--- src/rtl/cpu_datapath.sv ---
// Datapath for the simple 16-bit CPU: IR/decoder, 8x16 register file, A/B/C
// pipeline registers, shifter, ALU and Z/N/V status, all strobed by the control FSM.
module cpu_datapath (
  input  logic        clk,
  input  logic        reset,
  input  logic [15:0] instr,
  input  logic        load_ir,
  input  logic [2:0]  nsel,
  input  logic [3:0]  vsel,
  input  logic        write,
  input  logic        loada,
  input  logic        loadb,
  input  logic        loadc,
  input  logic        loads,
  input  logic        asel,
  input  logic        bsel,
  input  logic [15:0] mdata,
  input  logic [7:0]  pc,
  output logic [2:0]  opcode,
  output logic [1:0]  op,
  output logic [15:0] datapath_out,
  output logic        Z_out,
  output logic        N_out,
  output logic        V_out
);

  logic [15:0] ir_q;
  logic [15:0] rf_q [8];
  logic [15:0] a_q, b_q, c_q;
  logic        z_q, n_q, v_q;

  logic [2:0]  rn, rd, rm, reg_idx;
  logic [1:0]  shift;
  logic [15:0] sximm8, sximm5;
  logic [15:0] rd_data, wb_data, sh_out, alu_a, alu_b, alu_d;
  logic        v_d;

  assign opcode = ir_q[15:13];
  assign op     = ir_q[12:11];
  assign rn     = ir_q[10:8];
  assign rd     = ir_q[7:5];
  assign shift  = ir_q[4:3];
  assign rm     = ir_q[2:0];
  assign sximm8 = {{8{ir_q[7]}}, ir_q[7:0]};
  assign sximm5 = {{11{ir_q[4]}}, ir_q[4:0]};

  // One index serves both read and write, so nsel=000 falls through to R0.
  assign reg_idx = (rn & {3{nsel[0]}}) | (rm & {3{nsel[1]}}) | (rd & {3{nsel[2]}});
  assign rd_data = rf_q[reg_idx];

  always_comb begin
    wb_data = 16'h0000;
    if (vsel[3])      wb_data = c_q;
    else if (vsel[2]) wb_data = mdata;
    else if (vsel[1]) wb_data = sximm8;
    else if (vsel[0]) wb_data = {8'h00, pc};
  end

  always_comb begin
    sh_out = b_q;
    case (shift)
      2'b01:   sh_out = {b_q[14:0], 1'b0};
      2'b10:   sh_out = {1'b0, b_q[15:1]};
      2'b11:   sh_out = {b_q[15], b_q[15:1]};
      default: sh_out = b_q;
    endcase
  end

  assign alu_a = asel ? 16'h0000 : a_q;
  assign alu_b = bsel ? sximm5 : sh_out;

  // Overflow: operands' effective signs agree but the result's sign differs.
  always_comb begin
    alu_d = 16'h0000;
    v_d   = 1'b0;
    case (op)
      2'b00: begin
        alu_d = alu_a + alu_b;
        v_d   = (alu_a[15] == alu_b[15]) && (alu_d[15] != alu_a[15]);
      end
      2'b01: begin
        alu_d = alu_a - alu_b;
        v_d   = (alu_a[15] != alu_b[15]) && (alu_d[15] != alu_a[15]);
      end
      2'b10:   alu_d = alu_a & alu_b;
      default: alu_d = ~alu_b;
    endcase
  end

  always_ff @(posedge clk) begin
    if (reset) begin
      for (int i = 0; i < 8; i++) rf_q[i] <= 16'h0000;
    end else if (write) begin
      rf_q[reg_idx] <= wb_data;
    end
  end

  always_ff @(posedge clk) begin
    if (reset) begin
      ir_q <= 16'h0000;
      a_q  <= 16'h0000;
      b_q  <= 16'h0000;
      c_q  <= 16'h0000;
      z_q  <= 1'b0;
      n_q  <= 1'b0;
      v_q  <= 1'b0;
    end else begin
      if (load_ir) ir_q <= instr;
      if (loada)   a_q  <= rd_data;
      if (loadb)   b_q  <= rd_data;
      if (loadc)   c_q  <= alu_d;
      if (loads) begin
        z_q <= (alu_d == 16'h0000);
        n_q <= alu_d[15];
        v_q <= v_d;
      end
    end
  end

  assign datapath_out = c_q;
  assign Z_out        = z_q;
  assign N_out        = n_q;
  assign V_out        = v_q;

endmodule

--- config.mk ---
export PLATFORM = sky130hd
export DESIGN_NAME = cpu_datapath
export DESIGN_NICKNAME = d
export VERILOG_FILES = /design/src/rtl/cpu_datapath.sv
export SDC_FILE = /design/constraint.sdc
export NUM_CORES = 1
export LEC_CHECK = 0
export ABC_AREA = 1
export CORE_MARGIN = 3
export CORE_UTILIZATION = 45
export CTS_BUF_LIST = sky130_fd_sc_hd__clkbuf_8
export DETAILED_ROUTE_END_ITERATION = 7
export PLACE_DENSITY = 0.63
export SYNTH_ARGS = -nofsm -noshare
export SYNTH_HDL_FRONTEND = slang
export SYNTH_SLANG_ARGS = --single-unit
--- constraint.sdc ---
create_clock -name clk -period 4.3 [get_ports clk]
set_input_delay 1.075 -clock clk [delete_from_list [all_inputs] [get_ports clk]]
set_output_delay 1.075 -clock clk [all_outputs]
set_load 0.01 [all_outputs]
==> results of run 1 <==
==> logic make-up after synthesis <==
logic type,synth area share (%)
fa+ha+maj,3.893
xor+xnor,0.1549
simple gates,24.64
compound gates,15.33
flops,45.84
buf+inv,10.14
==> cell type report <==
type / count / area [um2] / share of cell area (%)
clock buffers: 17 / 234.0 / 1.819
clock inverters: 15 / 192.7 / 1.498
inverters: 202 / 763.2 / 5.933
multi-input cells: 1016 / 4992 / 38.81
flip-flops and latches: 195 / 5185 / 40.31
well taps: 324 / 405.4 / 3.151
repair buffers: 117 / 1091 / 8.482
==> through the flow <==
stage                     total power [mW]  area [um2]  hold slack [ns]  worst slack, ns  std cells
after global placement               3.340       12440           0.4624          0.01278       1854
after CTS                            4.583       12860           0.4812           0.4744       1886
after detailed placement             3.348       12440           0.4614         -0.02250       1854
after floorplan                      2.942       11310           0.4626           0.8692       1489
final                                4.564       12860           0.4781           0.4146       1886
after global routing                 4.800       12860           0.5400           0.2126       1886
==> registers in the layout, indices dropped and copies added, names as in the netlist <==
signal,cells
rf_q,128
a_q,16
b_q,16
datapath_out,16
ir_q,16
N_out,1
V_out,1
Z_out,1
==> worst reg2reg max path, stage by stage (launching register included) <==
cell and delay, ns:
dfxtp_1 0.63, inv_4 0.17, nand2_4 0.19, inv_2 0.08, nand2_1 0.06, o221ai_1 0.10, a21oi_1 0.38, ha_1 0.44
nor2_1 0.28, nand3_1 0.18, nand3b_1 0.21, nand2_1 0.12, nand2_1 0.06, nand3_1 0.06, nand2_1 0.12, a21oi_1 0.19
nand3_2 0.10, a21oi_2 0.11
==> cells in the mapped netlist, drive strengths merged <==
cell type and n:
a211oi 48, a21oi 108, a22oi 1, and2 1, buf 39, clkbuf 37, clkinv 3, dfxtp 67
edfxtp 128, fa 2, ha 32, inv 199, nand2 270, nand3 82, nand3b 2, nand4 12
nor2 284, nor3 4, nor4 16, o211a 1, o211ai 4, o21ai 129, o21bai 3, o221ai 2
o22ai 10, or2 3, xnor2 1, xor2 1
==> path summary, 6_finish.rpt <==
kind / start / end / slack [ns] / cells after the start
setup / recovery: bsel / Z_out / 0.41 / 18
setup reg to reg: ir_q[4] / Z_out / 0.77 / 17
hold / removal: V_out / V_out / 0.48 / 2
hold reg to reg: V_out / V_out / 0.48 / 2
==> power by group through the flow <==
stage / clock, mW / combinational [mW] / sequential [mW]
finish: 1.25 / 1.13 / 2.18
global route: 1.34 / 1.26 / 2.20
CTS: 1.27 / 1.13 / 2.18
detailed placement: 0 / 1.12 / 2.22
global placement: 0 / 1.12 / 2.22
floorplan: 0 / 0.741 / 2.20
==> per-layer routing <==
layer	GRT usage, %	vias up	routed length (um)
met5	0	-	0
met1	32.95	4625	14450
li1	-	5009	-
met4	6.710	0	659
met2	40.12	237	15710
met3	2.684	37	1352
==> impl_results.md, run 1 <==
* Syn nets at 1,580
* Seq/Total Area, Yosys at 45.84%
* Antenna Nets Post-Route at 0
* Die ar. at 27,080 um2
* Worst setup path category: in -> reg
* Maximum fanout along the worst path at 9
* Root Driver: clkbuf_8
* Top achievable clock speed at 257.4 MHz
* Postcts setup bufs at 0
* P per Cell Area at 354.8 nW/um2
* Register share of total power at 47.8%
* Tcrit/Tclk final at 90.36%
* Rows at 57
* Post-Route Utilization at 52.43%
* Critical path's slowest cell: clkdlybuf4s50_1
* CTS tree: yes
* CP endpoint kind: flop
* Post-synth cell types at 43
* Unrepaired setup endpoints after global routing: no
* DR pass1 iterations at 7
* Max_cap viols at 0
* CP arrival at 4.29 ns
* Yosys warning total at 0
* First DRT Iteration DRCs at 822
* Peak supply drop at 195.9 uV
* Logic gate share of total power at 24.8%
* Post-synth top area cell: edfxtp_1
* Syn_area_per_cell at 7.597 um2
* FF+latch count, synth at 195
* CP required at 4.70 ns
* Clock Power Share at 27.3%
* Antenna diodes at 0
* Status: completed
* Synth top area share at 33.98%
* Largest net degree at the start of global routing at 76
* LEAKAGE at 5.525 nW
* Layout Nets at 1,640
* Switching pwr at 1.606 mW
* Ratio of cells with drive above 1 in the final layout at 6.658%
* Hpwl dp at 25.01 mm
* Startpoint Class: input port
* Width of the die at 164.6 um
* Cts repair resizes at 0
* Fillers at 2,389
* P_int at 2.958 mW
* Setup TNS Final at 0 ns
* Worst-path cell chain: clkdlybuf4s50_1, inv_1, nor2_1, clkinv_1, nand2_1, inv_1, ha_1, a21oi_1, o21bai_1, a21oi_1, nand2_1, nand2_1, nand2_1, nor2_1, nand2_1, a21oi_1, nand3_2, a21oi_2
* Tot GR Track Use at 23.95%
* Clock Latency Late Sink at 0.47 ns
* CTS Hold Bufs at 0
* Placer congestion estimate at 1.018
* Slew headroom at 25.48%
* Area Overhead vs Synth at 13.72%
* Clock Skew at 0.02996 ns
* Mapped Cells at 1,489
* Most frequent cells in the layout: nor2_1 (277), nand2_1 (262), inv_1 (190)
* First-pass GRT wire length at 50.51 mm
* Worst Tran Pin Value at 1.114 ns
* Largest cells by area after synthesis: edfxtp_1 (34%), dfxtp_1 (12%), nor2_1 (9.2%)
* Clock transition at path regs at 0.12 ns
* CP max stage delay at 0.47 ns
* GR Overflow Total at 0
* Synthesized area at 11,310 um2
* Initial core utilization at 46.11%
* Via count at 9,908
* Port buffer count at 80
* Max-slew violation count at 0
* Commonest non-fill, non-tap cell in the layout: nor2_1
* Tmin final at 3.885 ns
* CTS buffer count at 17
* Ports at 81
* Worst min path class: reg -> reg
* Initial antenna violation count at 0
* Avg WL per Cell at 17.06 um
* CORE AREA at 24,530 um2
* Via density at 5.253
* Worst path most repeated cell: nand2_1
* Final setup viols at 0
* CP delay by family, top: compound AO/OA/AOI/OAI gates
* Sw Share at 35.18%
* DRC at 0
* Final hold vios at 0
* CP bufs+invs at 4
* Clock buffer depth at 2
* H-Tree Depth at 4
* Clock Sinks at 195
* Die height at 164.6 um
* Number of global-route vias before repair at 9,276
* Routed wire length at 32.18 mm
Note: power is estimated with default switching activity, not from simulation.
==> run 2, diff against run 1 <==
CORE_UTILIZATION = 60   (was 45)
HOLD_SLACK_MARGIN = 0.12   (was unset)
PLACE_DENSITY = 0.8   (was 0.63)
==> impl_results.md, run 2 (synthesis gave the netlist of run 1 again) <==
* Status: completed
* Postcts setup bufs at 0
* Max-slew violation count at 0
* Root Driver: clkbuf_8
* Initial antenna violation count at 0
* Worst path most repeated cell: nand2_1
* Width of the die at 143.3 um
* Ratio of cells with drive above 1 in the final layout at 6.718%
* Unrepaired setup endpoints after global routing: no
* Antenna Nets Post-Route at 0
* CTS buffer count at 17
* Area Overhead vs Synth at 12.63%
* Cts repair resizes at 0
* Clock Latency Late Sink at 0.48 ns
* Tot Pwr at 4.527 mW
* Ports at 81
* Final hold vios at 0
* Commonest non-fill, non-tap cell in the layout: nor2_1
* Tot GR Track Use at 32.44%
* Setup TNS Final at 0 ns
* P per Cell Area at 355.3 nW/um2
* Worst min path class: reg -> reg
* First-pass GRT wire length at 51.48 mm
* Port buffer count at 80
* Tcrit/Tclk final at 89.36%
* Die height at 143.3 um
* Hpwl dp at 24.67 mm
* Worst Tran Pin Value at 1.005 ns
* CP required at 4.72 ns
* Avg WL per Cell at 18.40 um
* Worst setup path category: in -> reg
* First DRT Iteration DRCs at 1,268
* Layout Nets at 1,641
* Slew headroom at 32.79%
* Maximum fanout along the worst path at 9
* Via count at 10,510
* Worst-path cell chain: clkdlybuf4s50_1, inv_1, nor2_1, clkinv_1, nand2_1, inv_2, ha_1, nand2_1, inv_1, nand3_1, nand2_1, nand2_1, nand2_1, nand2_1, nand3_1, nand4_1, a21oi_1, nand3_2, a21oi_2
* Final setup viols at 0
* CTS tree: yes
* Clock transition at path regs at 0.12 ns
* Routed wire length at 32.97 mm
* Initial core utilization at 61.92%
* Peak supply drop at 281.9 uV
* H-Tree Depth at 4
* Critical path's slowest cell: clkdlybuf4s50_1
* CORE AREA at 18,270 um2
* Max reg flops at 128
* LEAKAGE at 5.527 nW
* Largest net degree at the start of global routing at 72
* Top achievable clock speed at 260.2 MHz
* Max_cap viols at 0
* CTS Hold Bufs at 0
* Clock Sinks at 195
* Most frequent cells in the layout: nor2_1 (277), nand2_1 (262), inv_1 (190)
* CP endpoint kind: flop
* Number of global-route vias before repair at 9,764
* Startpoint Class: input port
* Clock buffer depth at 2
* Top reg by flops: rf_q
* Rows at 49
* GR Overflow Total at 0
* Placer congestion estimate at 1.031
* Fillers at 1,556
* Clock Skew at 0.02734 ns
* Antenna diodes at 0
* Tmin final at 3.843 ns
* DR pass1 iterations at 6
* CP arrival at 4.26 ns
* DRC at 0
* Via density at 5.866
* Die ar. at 20,540 um2
* CP max stage delay at 0.49 ns
run 2: changes by cell type in the layout (fill, tap and decap cells not counted), sizes merged:
cell | before | now
bufinv | 0 | 1
buf | 37 | 38
clkinvlp | 0 | 1
clkinv | 11 | 8
inv | 206 | 207
run 2: metrics by stage:
stage / instance area, um2 / utilization [%] / cells / hold slack, ns / setup WS [ns]
finish: 12740 / 69.74 / 1792 / 0.5065 / 0.4574
global route: 12740 / 69.74 / 1792 / 0.5298 / 0.2532
CTS: 12740 / 69.74 / 1792 / 0.5113 / 0.5616
detailed placement: 12340 / 67.53 / 1760 / 0.4865 / 0.07827
global placement: 12340 / 67.53 / 1760 / 0.4759 / 0.09272
floorplan: 11310 / - / 1489 / 0.4626 / 0.8692
run 2: worst max-delay path: cells and delay by family:
family | cells | cell delay [ns]
compound gates | 2 | 0.32
fa+ha+maj | 1 | 0.49
buf+inv | 5 | 0.96
simple gates | 11 | 1.41
run 2: per-layer routing:
layer / share of wire, % / global-route usage, %
met4: 3.7 / 13.13
met2: 48 / 53.64
met3: 8.5 / 4.326
met1: 40 / 43.63
met5: 0 / 0
run 2: layout make-up:
cell class	count	area, um2	share of cell area, %
clock buffer	17	234.0	1.836
sequential	195	5185	40.70
multi-input combinational	1016	4992	39.18
timing repair buffer	118	1111	8.720
inverter	202	763.2	5.990
clock inverter	15	168.9	1.326
tap	229	286.5	2.249
run 2: power breakdown:
part	switching (mW)	internal, mW
clock network	0.709	0.489
registers	0.0783	2.11
logic	0.756	0.385
total	1.54	2.98
run 2: final timing paths:
check               start    end  slack (ns)  depth (start not counted)
setup / recovery     bsel  Z_out        0.46                         19
hold / removal      V_out  V_out        0.51                          2
setup reg to reg  ir_q[4]  Z_out        0.92                         19
hold reg to reg     V_out  V_out        0.51                          2
